<file path="config.mk">
export PLATFORM = sky130hd
export DESIGN_NAME = io_pattern_sequencer
export DESIGN_NICKNAME = d
export VERILOG_FILES = /design/src/rtl/io_pattern_sequencer.sv
export SDC_FILE = /design/constraint.sdc
export NUM_CORES = 1
export LEC_CHECK = 0
export ABC_AREA = 0
export ABC_CLOCK_PERIOD_IN_PS = 9200
export CAP_MARGIN = 15
export CORE_ASPECT_RATIO = 0.75
export CORE_MARGIN = 4
export CORE_UTILIZATION = 27
export CTS_BUF_LIST = sky130_fd_sc_hd__clkbuf_16
export DETAILED_ROUTE_END_ITERATION = 10
export PLACE_DENSITY = 0.5
export SLEW_MARGIN = 10
export SYNTH_ARGS = -nofsm -noshare
export SYNTH_HDL_FRONTEND = slang
export SYNTH_SLANG_ARGS = --single-unit
</file>
<file path="constraint.sdc">
create_clock -name clk -period 9.2 [get_ports clk]
set_input_delay 2.76 -clock clk [delete_from_list [all_inputs] [get_ports clk]]
set_output_delay 2.76 -clock clk [all_outputs]
set_load 0.005 [all_outputs]
</file>
<file path="src/rtl/io_pattern_sequencer.sv">
// Plays a table of (value, hold) steps onto an io bus, then returns it to idle_value.
// Define IO_SEQ_LOOP_EN to add the cfg_loops port and repeat the whole table cfg_loops extra times.
module io_pattern_sequencer #(
  parameter int WIDTH     = 8,
  parameter int DEPTH     = 16,
  parameter int CNT_WIDTH = 16
) (
  input  logic                     clk,
  input  logic                     resetn,
  input  logic                     cfg_wr_en,
  input  logic [$clog2(DEPTH)-1:0] cfg_wr_addr,
  input  logic [WIDTH-1:0]         cfg_wr_value,
  input  logic [CNT_WIDTH-1:0]     cfg_wr_hold,
  input  logic [$clog2(DEPTH):0]   cfg_len,
`ifdef IO_SEQ_LOOP_EN
  input  logic [7:0]               cfg_loops,
`endif
  input  logic [WIDTH-1:0]         idle_value,
  input  logic                     start,
  input  logic                     stop,
  output logic [WIDTH-1:0]         io_o,
  output logic                     busy,
  output logic                     done,
  output logic                     err,
  output logic [$clog2(DEPTH)-1:0] step_idx
);

  localparam int AW = $clog2(DEPTH);
  localparam logic [AW:0] MaxLen = (AW+1)'(DEPTH);

  typedef enum logic {IDLE, RUN} state_t;

  state_t               state_q;
  logic [WIDTH-1:0]     io_q;
  logic                 busy_q;
  logic                 done_q;
  logic                 err_q;
  logic [AW-1:0]        step_q;
  logic [CNT_WIDTH-1:0] cnt_q;
  logic [AW:0]          len_q;
`ifdef IO_SEQ_LOOP_EN
  logic [7:0]           loops_q;
`endif

  logic [WIDTH-1:0]     tbl_val_q  [DEPTH];
  logic [CNT_WIDTH-1:0] tbl_hold_q [DEPTH];

  logic [AW:0]   len_d;
  logic [AW-1:0] next_idx_d;
  logic          last_step;

  always_comb begin
    len_d      = (cfg_len > MaxLen) ? MaxLen : cfg_len;
    next_idx_d = step_q + 1'b1;
    last_step  = ({1'b0, step_q} == (len_q - 1'b1));
  end

  // The table is deliberately left out of reset so it survives a mid-run reset.
  always_ff @(posedge clk) begin
    if (cfg_wr_en && state_q == IDLE) begin
      tbl_val_q[cfg_wr_addr]  <= cfg_wr_value;
      tbl_hold_q[cfg_wr_addr] <= cfg_wr_hold;
    end
  end

  always_ff @(posedge clk or negedge resetn) begin
    if (!resetn) begin
      state_q <= IDLE;
      io_q    <= '0;
      busy_q  <= 1'b0;
      done_q  <= 1'b0;
      err_q   <= 1'b0;
      step_q  <= '0;
      cnt_q   <= '0;
      len_q   <= '0;
`ifdef IO_SEQ_LOOP_EN
      loops_q <= '0;
`endif
    end else begin
      done_q <= 1'b0;
      err_q  <= 1'b0;
      case (state_q)
        IDLE: begin
          io_q   <= idle_value;
          step_q <= '0;
          if (start && !stop) begin
            if (cfg_len == '0) begin
              err_q <= 1'b1;
            end else begin
              state_q <= RUN;
              busy_q  <= 1'b1;
              len_q   <= len_d;
              cnt_q   <= tbl_hold_q[0];
              io_q    <= tbl_val_q[0];
`ifdef IO_SEQ_LOOP_EN
              loops_q <= cfg_loops;
`endif
            end
          end
        end
        RUN: begin
          if (cfg_wr_en) err_q <= 1'b1;
          if (stop) begin
            state_q <= IDLE;
            busy_q  <= 1'b0;
            io_q    <= idle_value;
            step_q  <= '0;
          end else if (cnt_q != '0) begin
            cnt_q <= cnt_q - 1'b1;
          end else if (!last_step) begin
            step_q <= next_idx_d;
            cnt_q  <= tbl_hold_q[next_idx_d];
            io_q   <= tbl_val_q[next_idx_d];
`ifdef IO_SEQ_LOOP_EN
          end else if (loops_q != '0) begin
            loops_q <= loops_q - 1'b1;
            step_q  <= '0;
            cnt_q   <= tbl_hold_q[0];
            io_q    <= tbl_val_q[0];
`endif
          end else begin
            state_q <= IDLE;
            busy_q  <= 1'b0;
            done_q  <= 1'b1;
            io_q    <= idle_value;
            step_q  <= '0;
          end
        end
        default: state_q <= IDLE;
      endcase
    end
  end

  assign io_o     = io_q;
  assign busy     = busy_q;
  assign done     = done_q;
  assign err      = err_q;
  assign step_idx = step_q;

endmodule
</file>
== After elaboration in Yosys (flattened, before gate mapping) ==
Memories as Yosys holds them, arrays and structs flattened.
Cells that the tools add are included.

* Equal/unequal tests: 7
* $lt $le $gt $ge: 1
* Bitwise gates (word level): 2
* $add $sub $neg: 3
* Multiplexer cells: 39
* Reductions and logical operators: 8

{| class="wikitable"
|+ Operators with widths
! kind !! number
|-
| 16-bit 2-to-1 mux || 5
|-
| 8-bit 2-to-1 mux || 5
|-
| 16-bit case mux with 2 select lines || 1
|-
| 1-bit 2-to-1 mux || 19
|-
| 8-bit case mux with 2 select lines || 1
|-
| 16-bit nonzero test || 1
|-
| 16-bit by 1-bit subtractor with 16-bit output, second input constant || 1
|-
| 4-bit 2-to-1 mux || 3
|-
| 4-bit case mux with 2 select lines || 1
|-
| 4-bit AND reduction || 2
|-
| 3-bit by 2-bit != test with 1-bit output, second input constant || 2
|-
| 1-bit case mux with 2 select lines || 3
|-
| 4-bit by 5-bit equality test with 1-bit output || 1
|-
| 5-bit greater-than comparator, second input constant || 1
|-
| 5-bit logical NOT || 1
|-
| 5-bit 2-to-1 mux || 1
|-
| 5-bit by 1-bit subtractor with 5-bit output, second input constant || 1
|-
| 4-bit by 1-bit adder with 4-bit output, second input constant || 1
|-
| 2-bit != test, second input constant || 2
|-
| 3-bit != test, second input constant || 1
|-
| 3-bit AND reduction || 1
|-
| 1-bit logical AND || 2
|-
| 2-bit by 1-bit != test with 1-bit output, second input constant || 1
|-
| 1-bit inverter || 2
|-
| 1-bit logical NOT || 1
|}

* Memory bits (writable): 384
* Output and inout bits: 15
* Logic and storage cells: 70
* Register bits after elaboration: 37
* Memories kept: 2
* Input bits: 46

{| class="wikitable"
|+ Memories
! memory !! words !! width !! rd ports !! clocked after Yosys merged registers in !! wr ports !! line !! RTL
|-
| tbl_hold_q || 16 || 16 || 2 || 0 || 1 || 46 || <nowiki>logic [CNT_WIDTH-1:0] tbl_hold_q [DEPTH];</nowiki>
|-
| tbl_val_q || 16 || 8 || 2 || 0 || 1 || 45 || <nowiki>logic [WIDTH-1:0] tbl_val_q [DEPTH];</nowiki>
|}

== Longest topological paths before layout ==
* Depth in word-level cells: 6
* Gate-level depth with buffers: 10
* Depth with buffers taken out: 8

== Least setup slack after synthesis ==
Ideal clock, no wire load.

* Path type: input-to-reg
* Start: input port cfg_wr_en
* End: memory tbl_hold_q[8][0] (enable)
* Setup slack: 3784 ps
* Data required time: 8765 ps
* Stages: 3
* Path buffers: 0
* Setup time: 435 ps
* Arrival: 4980 ps
* Cells stage by stage: nand2_1 -> or3b_2 -> nor3_1

* Longest elaborated chain between the ends: 3

{| class="wikitable"
|+ Ends and longest elaborated chain
! item !! line !! RTL
|-
| from (decl) || 10 || <nowiki>input logic cfg_wr_en,</nowiki>
|-
| 1-bit logical AND || 60 || <nowiki>if (cfg_wr_en && state_q == IDLE) begin</nowiki>
|-
| 1-bit 2-to-1 mux || 60 ||
|-
| 1-bit 2-to-1 mux (implied by the code) || 62 || <nowiki>tbl_hold_q[cfg_wr_addr] <= cfg_wr_hold;</nowiki>
|-
| to (decl) || 46 ||
|}

Every way passes these cells.

== Final worst setup path ==
* Start: register step_q[0], in the netlist step_idx[0]
* End: output port step_idx[0]

{| class="wikitable"
|+ RTL lines
! item !! line !! RTL
|-
| from (decl) || 38 || <nowiki>logic [AW-1:0] step_q;</nowiki>
|-
| from (signal assigned) || 111 || <nowiki>step_q <= next_idx_d;</nowiki>
|-
| to (decl) || 25 || <nowiki>output logic [$clog2(DEPTH)-1:0] step_idx</nowiki>
|}

No word-level cell between the ends.

==> impl_metrics.py <==
metrics = {
    "outcome": {
        "status": "finished, final reports clean",
    },
    "routing": {
        "avgRoutedWirePerCell_um": 23.3,
        "drc": 0,
        "first_pass_iters": 5,
        "drtIter0Drc": 776,
        "vias": 8492,
        "wirelength_mm": 41.7,
        "ant_nets": 0,
        "vias_per_cell": 4.75,
    },
    "clocking": {
        "htree_num_levels": 2,
        "clkLatencyLatePin_ps": 540,
        "cts_resized": 0,
        "cts_num_sinks": 421,
        "clock-root-buffer": "clkbuf_16",
        "path_clk_slew_ps": 60,
        "post_cts_buffers": 0,
        "cts_buffers": 42,
        "ctsHoldBuffers": 0,
        "clock_path_buffers": 3,
        "cts_tree": "done",
    },
    "synthesis": {
        "synth_edf_count": 384,
        "synth_xor_area_frac": 0.0123,
        "synthTopCellsByCount": "384 x edfxtp_1, 111 x mux4_2, 46 x nand2_1",
        "synth_most_common_cell": "edfxtp_1",
        "synth-simple-area-share": 0.0446,
        "async_flop_share": 0.0879,
        "ys_top_cells_by_area": "edfxtp_1 68%, mux4_2 15%, dfrtp_1 5.4%, nand2_1 1.0%, a21oi_1 0.79%",
        "yosysWarnings": 0,
        "synth.area.mux_share": 0.160,
        "synthAdderAreaFrac": 0.00294,
        "ys_seq_area_frac": 0.732,
        "synth.distinct_cells": 53,
        "synth-main-ff-cell": "edfxtp_1",
        "synth-compound-area-share": 0.0335,
        "synth_top_family_by_area": "multiplexers",
        "syn_inst": 869,
        "syn_nets": 919,
        "synth_area_um2": 17000,
        "ys_ff_latch": 421,
        "synth_top_area_share": 0.677,
        "syn_avg_cell_area_um2": 19.6,
        "synth_top_cell_by_area": "edfxtp_1",
    },
    "place": {
        "portBuffers": 60,
        "place_ws_ps": 3430,
        "place_congestion": 0.747,
        "dpl_cell_area_um2": 18700,
        "dp_hpwl_mm": 23.9,
        "dpl.cell_count": 1709,
    },
    "layout": {
        "drive_above_1_share": 0.222,
        "finalInstanceArea_um2": 20000,
        "nets": 994,
        "area_growth_syn_to_layout_pct": 17.5,
        "n_fill_cell": 5972,
        "stdcell_count": 1788,
    },
    "die": {
        "die_x_um": 298,
        "die_area_um2": 67200,
        "row_count": 79,
        "start_util": 0.273,
        "core_area_um2": 62300,
        "num_io_pins": 61,
        "die_h_um": 225,
    },
    "sta": {
        "maxSlewViolCount": 0,
        "rsz0062_at_grt": "false",
        "fin_ws_ps": 3670,
        "fmax_mhz": 181,
        "finClkSkew_ps": 12.8,
        "finalSetupTns_ps": 0,
        "period_minus_slack_ps": 5530,
        "post-route-period-util": 0.601,
        "hold_viol_final": 0,
        "setup_viol": 0,
        "relSlewSlack": 0.213,
        "worstMarginPinSlew_ps": 1180,
    },
    "hold_path": {
        "holdPathStages": 2,
        "holdCritPathClass": "reg -> reg",
    },
    "worst_setup_path": {
        "critPathMaxFanout": 35,
        "rr_worst_depth": 7,
        "crit_arrival_ps": 2770,
        "crit_path_end_kind": "output pin",
        "path_class": "reg -> out",
        "start_kind": "flop",
        "required_ps": 6440,
    },
    "global_route": {
        "grt_use_total": 0.124,
        "grt_overflow": 0,
        "grt_pass1_vias": 8929,
        "grt_antenna_before_repair": 0,
        "grt_first_pass_wirelength_mm": 61.9,
        "grt_max_degree": 53,
    },
    "power": {
        "leakage_nw": 6.07,
        "cellPowerDensity_nw_per_um2": 204,
        "irDropWorstVdd_uv": 120,
    },
    "flow_run": {
        "drv_cap": 0,
    },
}
==> flip-flops by register name, indices dropped and copies added, names as in the netlist <==
name,flops
cnt_q,16
tbl_hold_q,256
io_o,8
busy,1
len_q,5
step_idx,4
tbl_val_q,128
err,1
state_q,1
done,1
==> cell families after synthesis <==
logic type	count (synthesis)
multiplexers	131
AO/OA/AOI/OAI	93
XOR/XNOR	23
adder cells (fa/ha/maj)	4
AND/OR/NAND/NOR	146
flip-flops	421
buffers and inverters	51
==> per-stage QoR <==
| stage | power, W | hold WS, ps | utilization |
|---|---|---|---|
| 2_1_floorplan | 0.00235 | 466 | - |
| 3_3_place_gp | 0.00247 | 494 | 0.300 |
| 3_5_place_dp | 0.00247 | 502 | 0.300 |
| 4_1_cts | 0.00412 | 516 | 0.321 |
| 5_1_grt | 0.00424 | 539 | 0.321 |
| 6_report | 0.00407 | 507 | 0.321 |
==> cells in the final DEF (no fill, tap or decap), types with 8 or more instances in the layout <==
| cell | count |
|---|---|
| nand2_1 | 46 |
| clkdlybuf4s50_1 | 59 |
| clkinv_2 | 8 |
| nor2_4 | 12 |
| a31oi_1 | 18 |
| xnor2_1 | 11 |
| clkinv_1 | 10 |
| edfxtp_1 | 384 |
| buf_4 | 15 |
| xor2_1 | 10 |
| nor2_1 | 14 |
| inv_1 | 17 |
| mux2i_1 | 10 |
| a21oi_1 | 27 |
| dfrtp_1 | 36 |
| o21ai_1 | 11 |
| mux4_2 | 111 |
| a211oi_1 | 10 |
| nor3_1 | 21 |
| clkbuf_16 | 43 |
| nor2b_1 | 9 |
| o22ai_1 | 10 |
==> path summary, 6_finish.rpt <==
kind	startpoint	end	slack, ps
setup / recovery	step_idx[0]$_DFFE_PN0N_	step_idx[0]	3670
hold / removal	busy$_DFFE_PN0P_	busy$_DFFE_PN0P_	510
setup reg to reg	step_idx[0]$_DFFE_PN0N_	cnt_q[2]$_DFFE_PN0P_	5120
hold reg to reg	busy$_DFFE_PN0P_	busy$_DFFE_PN0P_	510
max in group asynchronous	resetn	step_idx[0]$_DFFE_PN0N_	6090
min in group asynchronous	resetn	err$_DFF_PN0_	2380
==> per-layer routing <==
metal | GRT usage | part of all wire | wire [um] | up-vias
li1 | - | - | - | 3726
met1 | 0.194 | 0.51 | 21300 | 4536
met2 | 0.180 | 0.43 | 17900 | 191
met3 | 0.0224 | 0.047 | 1970 | 39
met4 | 0.0230 | 0.011 | 478 | 0
met5 | 0 | 0 | 0 | -
==> worst max-delay path, cell delays in order (launching register included) <==
cell and delay, ps:
dfrtp_4 910, buf_4 670, clkdlybuf4s50_1 630
==> power breakdown <==
part	total (W)	switching [W]	internal, W
clock network	0.00164	0.000707	0.000930
registers	0.00219	0.0000491	0.00214
logic	0.000244	0.000142	0.000102
total	0.00407	0.000899	0.00317
==> cell type report <==
class | instances | area (um^2) | share of cell area
multi-input combinational | 397 | 4460 | 0.223
timing repair buffer | 76 | 736 | 0.0368
inverter | 6 | 22.5 | 0.00113
clock inverter | 34 | 225 | 0.0113
clock buffer | 43 | 1080 | 0.0538
antenna | 1 | 2.50 | 0.000125
sequential | 421 | 12500 | 0.623
tap | 810 | 1010 | 0.0507
(Power assumes the default switching activity.)
